**config.mk**
```make
export PLATFORM = sky130hd
export DESIGN_NAME = mem_ctrl
export DESIGN_NICKNAME = d
export VERILOG_FILES = /design/src/rtl/mem_ctrl.sv
export SDC_FILE = /design/constraint.sdc
export NUM_CORES = 1
export LEC_CHECK = 0
export ABC_CLOCK_PERIOD_IN_PS = 3100
export CAP_MARGIN = 20
export CORE_MARGIN = 2
export CORE_UTILIZATION = 45
export DETAILED_ROUTE_END_ITERATION = 10
export HOLD_SLACK_MARGIN = 0.02
export PLACE_DENSITY = 0.95
export SLEW_MARGIN = 20
export SYNTH_ARGS = -nofsm -noshare
export SYNTH_HDL_FRONTEND = slang
export SYNTH_SLANG_ARGS = --single-unit
```
**constraint.sdc**
```tcl
create_clock -name clk -period 3.1 [get_ports clk]
set_input_delay 0.62 -clock clk [delete_from_list [all_inputs] [get_ports clk]]
set_output_delay 0.62 -clock clk [all_outputs]
set_load 0.01 [all_outputs]
```
**src/rtl/mem_ctrl.sv**
```systemverilog
// Single-port memory controller: accepts CPU read/write requests and sequences
// them onto a synchronous-read memory. Optional write read-back via MEM_CTRL_READBACK_EN.
module mem_ctrl #(
  parameter int unsigned ADDR_W = 8,
  parameter int unsigned DATA_W = 8
) (
  input  logic              clk,
  input  logic              reset,
  input  logic              req_valid,
  output logic              req_ready,
  input  logic              req_we,
  input  logic [ADDR_W-1:0] req_addr,
  input  logic [DATA_W-1:0] req_wdata,
  output logic              rsp_valid,
  input  logic              rsp_ready,
  output logic [DATA_W-1:0] rsp_rdata,
  output logic              rsp_err,
  output logic [ADDR_W-1:0] mem_addr,
  output logic [DATA_W-1:0] mem_wdata,
  output logic              mem_we,
  input  logic [DATA_W-1:0] mem_rdata,
  output logic [7:0]        txn_count
);

`ifdef MEM_CTRL_READBACK_EN
  typedef enum logic [2:0] {
    StIdle, StWrite, StRdIssue, StRdCap, StResp, StRbIssue, StRbCap
  } state_e;
  logic err_q;
  assign rsp_err = err_q;
`else
  typedef enum logic [2:0] {
    StIdle, StWrite, StRdIssue, StRdCap, StResp
  } state_e;
  assign rsp_err = 1'b0;
`endif

  state_e state_q;

  assign req_ready = (state_q == StIdle);

  always_ff @(posedge clk or posedge reset) begin
    if (reset) begin
      state_q   <= StIdle;
      mem_we    <= 1'b0;
      rsp_valid <= 1'b0;
      rsp_rdata <= '0;
      mem_addr  <= '0;
      mem_wdata <= '0;
      txn_count <= 8'd0;
`ifdef MEM_CTRL_READBACK_EN
      err_q     <= 1'b0;
`endif
    end else begin
      unique case (state_q)
        StIdle: begin
          // Request fields are captured here so later req_* changes cannot leak in.
          if (req_valid) begin
            mem_addr  <= req_addr;
            mem_wdata <= req_wdata;
            if (req_we) begin
              mem_we  <= 1'b1;
              state_q <= StWrite;
            end else begin
              state_q <= StRdIssue;
            end
          end
        end
        StWrite: begin
          mem_we <= 1'b0;
`ifdef MEM_CTRL_READBACK_EN
          state_q <= StRbIssue;
`else
          rsp_valid <= 1'b1;
          state_q   <= StResp;
`endif
        end
        StRdIssue: state_q <= StRdCap;
        StRdCap: begin
          rsp_rdata <= mem_rdata;
          rsp_valid <= 1'b1;
          state_q   <= StResp;
        end
`ifdef MEM_CTRL_READBACK_EN
        StRbIssue: state_q <= StRbCap;
        StRbCap: begin
          rsp_rdata <= mem_rdata;
          err_q     <= (mem_rdata != mem_wdata);
          rsp_valid <= 1'b1;
          state_q   <= StResp;
        end
`endif
        StResp: begin
          if (rsp_ready) begin
            rsp_valid <= 1'b0;
            txn_count <= txn_count + 8'd1;
            state_q   <= StIdle;
          end
        end
        default: state_q <= StIdle;
      endcase
    end
  end

endmodule
```
==> impl_metrics.yaml <==
die:
  die_area_um2: 3966
  ios: 65
  die_h_um: 62.98
  initial_core_util_pct: 46.91
  core_um2: 3337
  rows: 21
  dieWidth_um: 62.98
drt:
  wirelength_mm: 3.275
  ant_nets: 0
  post_drt_wl_per_cell_um: 14.89
  drtPass1Iterations: 4
  via_count: 1073
  drc: 0
  vias_per_cell: 4.877
  drt_iter0_markers: 22
yosys:
  synth_nets: 137
  ys_seq_area_share_pct: 59.15
  synth_area_um2: 1565
  synth_seq_cells: 37
  syn_area_per_cell_um2: 14.63
  ys_warn_count: 0
  synth_top_cell_area_share_pct: 59.15
  synth_top_cells_by_area: "dfrtp_1, mux2_2, mux2_4"
  synth_cell_types: 26
  synth_top_area_cell: "dfrtp_1"
  ys_async_sr_fraction_pct: 100.0
  synth-edff-count: 0
  syn_inst: 107
  synthFlopType: "dfrtp_1"
final_layout:
  multi_input_area_um2: 576.8
  num_antenna_cells: 0
  mostFrequentLayoutCells: "clkdlybuf4s50_1, dfrtp_1, mux2_2, mux2_4, nand2_1"
  nNetsFinal: 203
  drive_gt1_share_pct: 21.84
  layout_commonest_cell: "clkdlybuf4s50_1"
  final.fill_count: 261
  ff_latch_area_um2: 925.9
  syn_to_final_growth_pct: 45.88
power_and_ir_drop:
  p_clk_share_pct: 12.8
  power_density_nw_per_um2: 959.1
  p_seq_share_pct: 40.6
  p_int_mw: 1.498
  p_leak_nw: 0.9884
  power_frac_comb_pct: 46.6
  p_sw_share_pct: 31.59
  peakVddDrop_uv: 508.3
  p_sw_mw: 0.6918
critical_path:
  cp_slowest_cell: "clkdlybuf4s50_1"
  arrival_ns: 1.68
  r2r_end: "mem_wdata[2]$_DFFE_PP0P_"
  endpoint_kind: "output port"
  path_class: "reg2out"
  worstSetupStartpointType: "flop"
  cp.depth: 2
  cp_data_required_time_ns: 2.48
  ff2ff_path_depth: 3
  reg2reg_slack_ns: 1.49
  crit_fanout: 10
  path_buf_inv: 1
  r2r-start: "state_q[2]$_DFFE_PP0P_"
  cp_cell_sequence: "nor3_1, clkdlybuf4s50_1"
  critPathMaxStageDelay_ns: 0.57
  path_delay_family: "buffers and inverters"
placement:
  hpwl_mm: 2.576
  portBuffers: 63
  place_ws_ns: 0.9418
  gp_congestion: 0.7831
sta:
  skew_ns: 0.007615
  rsz0062_at_grt: "false"
  timing.slew.headroom_pct: 52.54
  worstMarginPinSlew_ns: 0.7111
  min_period_over_period_pct: 74.21
  max_clock_freq_ghz: 0.4347
  setup_viol: 0
  setup_ws_ns: 0.7995
  period_needed_ns: 2.301
  final_hold_viol_count: 0
  slew_viol_final: 0
  tns_ns: 0
min_path:
  min_path_type: "reg2reg"
  hold_path_depth: 1
  holdCritStartpoint: "txn_count[7]$_DFFE_PP0P_"
  worstHoldEndpoint: "txn_count[7]$_DFFE_PP0P_"
clock_network:
  clkSinkCount: 37
  cts_tree: "built"
  insertion_delay_ns: 0.33
  cts_max_level: 2
  cts_made_buffers: 5
  cts_buffer_depth: 2
  path_clk_slew_ns: 0.11
  post-cts-setup-buffer-count: 0
  holdBufCountCts: 0
  ctsResizeCount: 0
  cts-root-buf: "clkbuf_4"
global_route:
  grt.overflow.total: 0
  grt_max_degree: 20
  grt_pass1_wl_mm: 5.499
  grt_use_total_pct: 18.21
  grt_pass1_vias: 1093
  antenna_found_initial: 0
run:
  drv_cap: 0
status:
  status: "completed"
-- Yosys cell counts (2+ instances only) --
cell type and count:
nand4_1 2, buf_6 2, mux2_4 10, a21oi_1 2, inv_1 2, nand2_1 10, dfrtp_1 37, buf_2 2
nor3_1 5, xor2_1 3, mux2_2 14, xnor2_1 4
-- area by class of cell --
type | count | area share, %
Sequential cell | 37 | 40.55
Timing Repair Buffer | 65 | 28.27
Multi-Input combinational cell | 62 | 25.26
Clock buffer | 7 | 2.849
Tap cell | 46 | 2.521
Inverter | 2 | 0.3288
Clock inverter | 1 | 0.2192
-- cells by family after synthesis --
| logic type | count (synthesis) | synth area share (%) |
|---|---|---|
| flip-flops | 37 | 59.15 |
| AO/OA/AOI/OAI | 3 | 1.199 |
| buffers and inverters | 8 | 3.997 |
| XOR/XNOR | 7 | 3.917 |
| adder cells (fa/ha/maj) | 1 | 0.7992 |
| AND/OR/NAND/NOR | 26 | 11.03 |
| other | 1 | 0.2396 |
| multiplexers | 24 | 19.66 |
-- routing by layer --
| metal | part of all wire [%] | track usage, % | up-vias |
|---|---|---|---|
| met5 | 0 | 0 | - |
| met4 | 1.8 | 8.333 | 0 |
| met3 | 5.0 | 4.144 | 7 |
| met2 | 54 | 31.78 | 35 |
| met1 | 39 | 21.15 | 527 |
| li1 | - | - | 504 |
-- power groups by stage --
stage / combinational, mW / clock, mW / sequential, mW
floorplan: 0.488 / 0 / 0.926
global placement: 0.998 / 0 / 0.874
detailed placement: 1.03 / 0 / 0.895
CTS: 1.03 / 0.291 / 0.888
global route: 1.09 / 0.312 / 0.921
finish: 1.02 / 0.280 / 0.889
-- registers in the layout, indices dropped and copies added, names as in the netlist --
| name | cells |
|---|---|
| rsp_rdata | 8 |
| mem_we | 1 |
| mem_addr | 8 |
| rsp_valid | 1 |
| mem_wdata | 8 |
| state_q | 3 |
| txn_count | 8 |
-- worst max-delay path by stage --
| stage | slack [ns] | endpoint | from |
|---|---|---|---|
| after floorplan | 1.47 | mem_addr[0]$_DFFE_PP0P_ | req_valid |
| after global placement | 1.00 | mem_addr[6]$_DFFE_PP0P_ | req_valid |
| after detailed placement | 0.94 | mem_wdata[2]$_DFFE_PP0P_ | req_valid |
| after CTS | 0.80 | req_ready | state_q[2]$_DFFE_PP0P_ |
| after global routing | 0.74 | req_ready | state_q[2]$_DFFE_PP0P_ |
| final | 0.80 | req_ready | state_q[2]$_DFFE_PP0P_ |
-- metrics by stage --
| stage | hold WS (ns) | total power [mW] | std cells | instance area, um2 | utilization [%] |
|---|---|---|---|---|---|
| finish | 0.4829 | 2.190 | 220 | 2283 | 68.43 |
| global route | 0.5205 | 2.321 | 220 | 2283 | 68.43 |
| CTS | 0.4915 | 2.214 | 220 | 2283 | 68.43 |
| detailed placement | 0.4764 | 1.927 | 212 | 2213 | 66.33 |
| global placement | 0.4596 | 1.873 | 212 | 2213 | 66.33 |
| floorplan | 0.5039 | 1.413 | 107 | 1565 | - |
Power figures use the tool's default switching activity.
